[config.mk]
export PLATFORM = sky130hd
export DESIGN_NAME = msg_block_packer
export DESIGN_NICKNAME = d
export VERILOG_FILES = /design/src/rtl/msg_block_packer.sv
export SDC_FILE = /design/constraint.sdc
export NUM_CORES = 1
export LEC_CHECK = 0
export CAP_MARGIN = 20
export CORE_AREA = 2 2 255 257
export CTS_CLUSTER_DIAMETER = 200
export DETAILED_ROUTE_END_ITERATION = 8
export DIE_AREA = 0 0 257 259
export PLACE_DENSITY = 0.7
export SLEW_MARGIN = 20
export SYNTH_ARGS = -nofsm -noshare
export SYNTH_HDL_FRONTEND = slang
export SYNTH_SLANG_ARGS = --single-unit
[constraint.sdc]
create_clock -name clk -period 3 [get_ports clk]
set_input_delay 0.6 -clock clk [delete_from_list [all_inputs] [get_ports clk]]
set_output_delay 0.6 -clock clk [all_outputs]
set_load 0.005 [all_outputs]
[src/rtl/msg_block_packer.sv]
// Packs a stream of 64-bit message words into 576-bit rate blocks for the sponge padder.
// Handles one message per reset and finishes with a last block that may be partial or empty.
module msg_block_packer (
    input  logic         clk,
    input  logic         reset,
    input  logic [63:0]  s_data,
    input  logic         s_valid,
    output logic         s_ready,
    input  logic         s_last,
    input  logic [3:0]   s_bytes,
    output logic [575:0] in,
    output logic         in_ready,
    output logic         is_last,
    output logic [9:0]   byte_num,
    input  logic         buffer_full,
    output logic         done
);

    typedef enum logic [2:0] {
        FILL,
        SEND,
        SEND_FULL,
        SEND_LAST,
        DONE
    } state_t;

    state_t      state_q, state_d;
    logic [63:0] blk_q [9];
    logic [63:0] blk_d [9];
    logic [3:0]  wcnt_q, wcnt_d;
    logic [6:0]  bcnt_q, bcnt_d;
    logic        s_ready_q, s_ready_d;
    logic        in_ready_q, in_ready_d;
    logic        is_last_q, is_last_d;
    logic [9:0]  byte_num_q, byte_num_d;
    logic        done_q, done_d;

    logic [3:0]  eff_bytes;
    logic [63:0] keep_mask;
    logic [6:0]  bcnt_sum;
    logic        xfer;

    always_comb begin
        // NOTE: every variable gets a default first so no path leaves one unassigned (no latches).
        state_d = state_q;
        blk_d   = blk_q;
        wcnt_d  = wcnt_q;
        bcnt_d  = bcnt_q;

        // A non-last word, or a malformed byte count, counts as a full word.
        eff_bytes = (s_last && (s_bytes != 4'd0) && (s_bytes <= 4'd8)) ? s_bytes : 4'd8;
        keep_mask = ~64'd0 << {(4'd8 - eff_bytes), 3'b000};
        bcnt_sum  = bcnt_q + {3'b000, eff_bytes};
        xfer      = in_ready_q & ~buffer_full;

        case (state_q)
            FILL: begin
                if (s_valid && s_ready_q) begin
                    for (int i = 0; i < 9; i++) begin
                        if (wcnt_q == i[3:0]) blk_d[i] = s_data & keep_mask;
                    end
                    wcnt_d = wcnt_q + 4'd1;
                    bcnt_d = bcnt_sum;
                    if (s_last) begin
                        state_d = (bcnt_sum < 7'd72) ? SEND_LAST : SEND_FULL;
                    end else if (wcnt_q == 4'd8) begin
                        state_d = SEND;
                    end
                end
            end
            SEND: begin
                if (xfer) begin
                    for (int i = 0; i < 9; i++) blk_d[i] = '0;
                    wcnt_d  = '0;
                    bcnt_d  = '0;
                    state_d = FILL;
                end
            end
            SEND_FULL: begin
                // Message ended exactly on a block boundary: follow with an empty last block.
                if (xfer) begin
                    for (int i = 0; i < 9; i++) blk_d[i] = '0;
                    bcnt_d  = '0;
                    state_d = SEND_LAST;
                end
            end
            SEND_LAST: begin
                if (xfer) state_d = DONE;
            end
            DONE:    state_d = DONE;
            default: state_d = FILL;
        endcase

        s_ready_d  = (state_d == FILL);
        in_ready_d = (state_d == SEND) || (state_d == SEND_FULL) || (state_d == SEND_LAST);
        is_last_d  = (state_d == SEND_LAST);
        byte_num_d = is_last_d ? {3'b000, bcnt_d} : 10'd0;
        done_d     = (state_d == DONE);
    end

    always_ff @(posedge clk) begin
        if (!reset) begin
            state_q    <= FILL;
            // NOTE: the block buffer is reset too, so `in` reads 0 and no stale words survive a reset.
            for (int i = 0; i < 9; i++) blk_q[i] <= '0;
            wcnt_q     <= '0;
            bcnt_q     <= '0;
            s_ready_q  <= 1'b0;
            in_ready_q <= 1'b0;
            is_last_q  <= 1'b0;
            byte_num_q <= '0;
            done_q     <= 1'b0;
        end else begin
            // NOTE: non-blocking assignments so every flop samples the pre-edge values.
            state_q    <= state_d;
            blk_q      <= blk_d;
            wcnt_q     <= wcnt_d;
            bcnt_q     <= bcnt_d;
            s_ready_q  <= s_ready_d;
            in_ready_q <= in_ready_d;
            is_last_q  <= is_last_d;
            byte_num_q <= byte_num_d;
            done_q     <= done_d;
        end
    end

    always_comb begin
        in = '0;
        for (int i = 0; i < 9; i++) in[575 - 64*i -: 64] = blk_q[i];
    end

    assign s_ready  = s_ready_q;
    assign in_ready = in_ready_q;
    assign is_last  = is_last_q;
    assign byte_num = byte_num_q;
    assign done     = done_q;

endmodule

==> metrics.txt <==
status=complete, no violations; clock root buffer=clkbuf_16; Max Root-Sink Buffers=3; kind of critical path=input pin to register; Clock Sinks=between 600 and 700; Setup WS pre-CTS=-373 ps; Clock Latency Late Sink=between 600 and 700 ps; RR Startpoint=state_q[2]$_SDFF_PN0_; GRT Residual Overflow=0; largest family of logic cells by synthesized area=simple AND/OR/NAND/NOR gates; met2 WL=between 40000 and 50000 µm; Metal-1 WL=around 35000 µm; cts bufs inserted=between 60 and 70; part of the power in registers=a little over two fifths; Reg2Reg Setup Slack=approximately 320 ps; hold buffer count at cts=0; Mapped Cells=2399; fraction of layout cells with a size suffix above 1=10.7%; Primary FF master, synth=dfxtp_1; sequential area share after synthesis=52.7%; Non-Filler Instances=around 4k; DP Wirelength=approximately 60000 µm; Least-Margin Pin Slew=approximately 1000 ps; placed cells=roughly 3.9k; Max-cap violations=0; post-CTS setup buffer count=0; type of the most critical hold path=input pin to register; P&R area growth vs syn=45.9%; average size of a mapped cell=9.51 µm²; worst endpoint required time=3480 ps; CTS H-Tree Depth=3; Power Dens Cells=approximately 570 mW/mm²; Leak=11.5 nW; Final Worst Setup Slack=~240 ps; DRT iter0 DRCs=about 1.4k; CTS tree=yes; IO Pins=around 660; worst r2r path cells=7; vias per cell=approximately 5; Yosys cell types=between 50 and 60; initial antenna violation count=4; Yosys warnings=0; Gate power share=between 10% and 20%; simple-gate area share of the yosys netlist=19.8%; DR vias=roughly 20k; vias in the first global route=about 19k; Initial Utilization=between 30% and 40%; #FFs+latches synth=601; most frequent cells in the layout=658 x clkdlybuf4s50_1, 601 x dfxtp_1, 553 x nand2_1, 187 x a21boi_1, 177 x nor2b_1; Internal=between 10 and 15 mW; hold path start=reset; Synth Cell Area=roughly 0.023 mm²; f_max=362 MHz; DRT Pass-1 Iters=5; Die Span Y=259 µm; Setup crit end kind=register; Setup crit start kind=input pin; clock skew=roughly 40 ps; most common cell after layout, fill and taps aside=clkdlybuf4s50_1; Hold Violations, Final=0; crit-path max FO=8; complex-gate fraction of the synthesized area=between 10% and 20%; Total Power=between 15 and 20 mW; Slew headroom=a little under a third; Final period util=slightly above 90%; DR top layer=met4; Switching Share=about a quarter; hold slack=approximately 370 ps; pins over their slew limit=0; Max VDD drop=0.000376 V; RSZ-0062 raised after global routing=no; nets=around 3.2k; Final Instance Area=about 0.033 mm²; routed wire length=around 87000 µm; min Tclk post-route=2760 ps; pin count of the biggest net entering global routing=144; Tot GR Track Use=between 20 and 30%; met3 routed WL=~8000 µm; Die X-Extent=approximately 260 µm; # rows=slightly above 90; clock power share=between 40% and 50%; Port Buffers=659; Core ar.=0.0639 mm²; Post-Synth XOR/XNOR Area=less than 1%; clk slew on worst S/H paths=60 ps; dpl cell area=~0.031 mm²; Setup violations, final=0; first-pass GRT wire length=about 130000 µm; Final GP Congestion=roughly 0.84; Post-synth EDFFs=0; worst hold path cell count=3; Antenna Nets Post-Route=0; DR WL/cell=21.9 µm; die area=~0.067 mm²; Reg2Reg Capture Point=in[367]$_SDFFE_PN0P_; CP arrival=3240 ps; Synth Area in Adders=0.691%; post-cts resize count=0; ys async rst share=0%; detailed-route DRC error count=0; Hold Path End=in[99]$_SDFFE_PN0P_; mux cell area share after synthesis=around 7.1%; sw power=a little under 5 mW
[sequential cells by signal, summed over array words and instances (netlist names), 3 cells and up]
register  count
wcnt_q        4
bcnt_q        7
state_q       3
in          576
byte_num      7
[synthesized netlist by cell type (7+ instances only)]
library cell	count	share of area (%)
inv_1	10	0.16
nand2_1	553	9.1
a21o_1	7	0.23
a211oi_1	9	0.30
buf_4	15	0.49
a21boi_1	187	6.2
nand3_1	120	2.6
nor3b_2	9	0.49
buf_6	39	1.9
nor4b_2	8	0.53
a21oi_1	16	0.35
mux2i_1	161	7.1
dfxtp_1	601	53
and2_1	7	0.19
buf_2	47	1.0
o22ai_1	97	2.7
nor2_1	13	0.21
o21ai_1	86	1.9
ha_1	11	0.60
clkbuf_1	78	1.3
o21ai_2	20	0.77
a21boi_0	14	0.46
buf_1	11	0.18
nor2b_1	179	4.9
nor3_2	16	0.70
o21ai_0	23	0.50
[routing by layer]
layer	GRT usage (%)	vias to the layer above
met1	30.1	9523
met5	0	-
met4	11.3	0
met2	42.0	810
li1	-	9452
met3	8.22	155
[final cells by class]
cell class | count | area, µm²
Timing Repair Buffer | 808 | 8300
Antenna cell | 5 | 12.5
Multi-Input combinational cell | 1595 | 9650
Inverter | 10 | 37.5
Clock inverter | 20 | 235
Fill cell | 5816 | 30600
Sequential cell | 601 | 12000
Tap cell | 855 | 1070
Clock buffer | 100 | 1970
[worst max path at each step]
| stage | cells past startpoint | start | slack (ps) | end |
|---|---|---|---|---|
| after detailed placement | 14 | s_last | -370 | byte_num[4]$_SDFF_PN0_ |
| after global routing | 14 | s_last | 20 | byte_num[4]$_SDFF_PN0_ |
| after floorplan | 11 | s_last | 130 | byte_num[1]$_SDFF_PN0_ |
| after CTS | 14 | s_last | 290 | byte_num[4]$_SDFF_PN0_ |
| final | 14 | s_last | 240 | byte_num[4]$_SDFF_PN0_ |
| after global placement | 14 | s_last | -340 | byte_num[6]$_SDFF_PN0_ |
[power groups by stage]
stage	Sequential [mW]	Combinational [mW]	Clock, mW
4_1_cts	8.30	2.58	8.38
3_3_place_gp	8.47	2.57	0
2_1_floorplan	8.47	1.12	0
5_1_grt	8.32	2.71	8.71
6_report	8.30	2.56	8.26
3_5_place_dp	8.47	2.57	0
[cell families (layout without fill, tap and decap cells)]
family,Yosys count,count (layout)
AND/OR/NAND/NOR,935,935
flip-flops,601,601
AO/OA/AOI/OAI,476,476
buffers and inverters,205,938
multiplexers,161,161
adder cells (fa/ha/maj),12,12
XOR/XNOR,8,8
other,1,8
[critical path: stages]
cell,delay [ps]
clkdlybuf4s50_1,480
inv_1,60
nor2_1,170
and2_1,190
ha_1,170
inv_1,50
fa_1,370
nand2b_1,170
a211oi_1,200
buf_4,160
xor2_1,170
nor3b_2,190
buf_4,170
a211oi_1,80
[per-stage QoR]
step | setup TNS (ps) | util (%)
after global routing | 0 | 52.1
after detailed placement | -43340 | 48.7
after global placement | -23270 | 48.7
final | 0 | 52.1
after CTS | 0 | 52.1
after floorplan | 0 | -
Power figures use the tool's default switching activity.
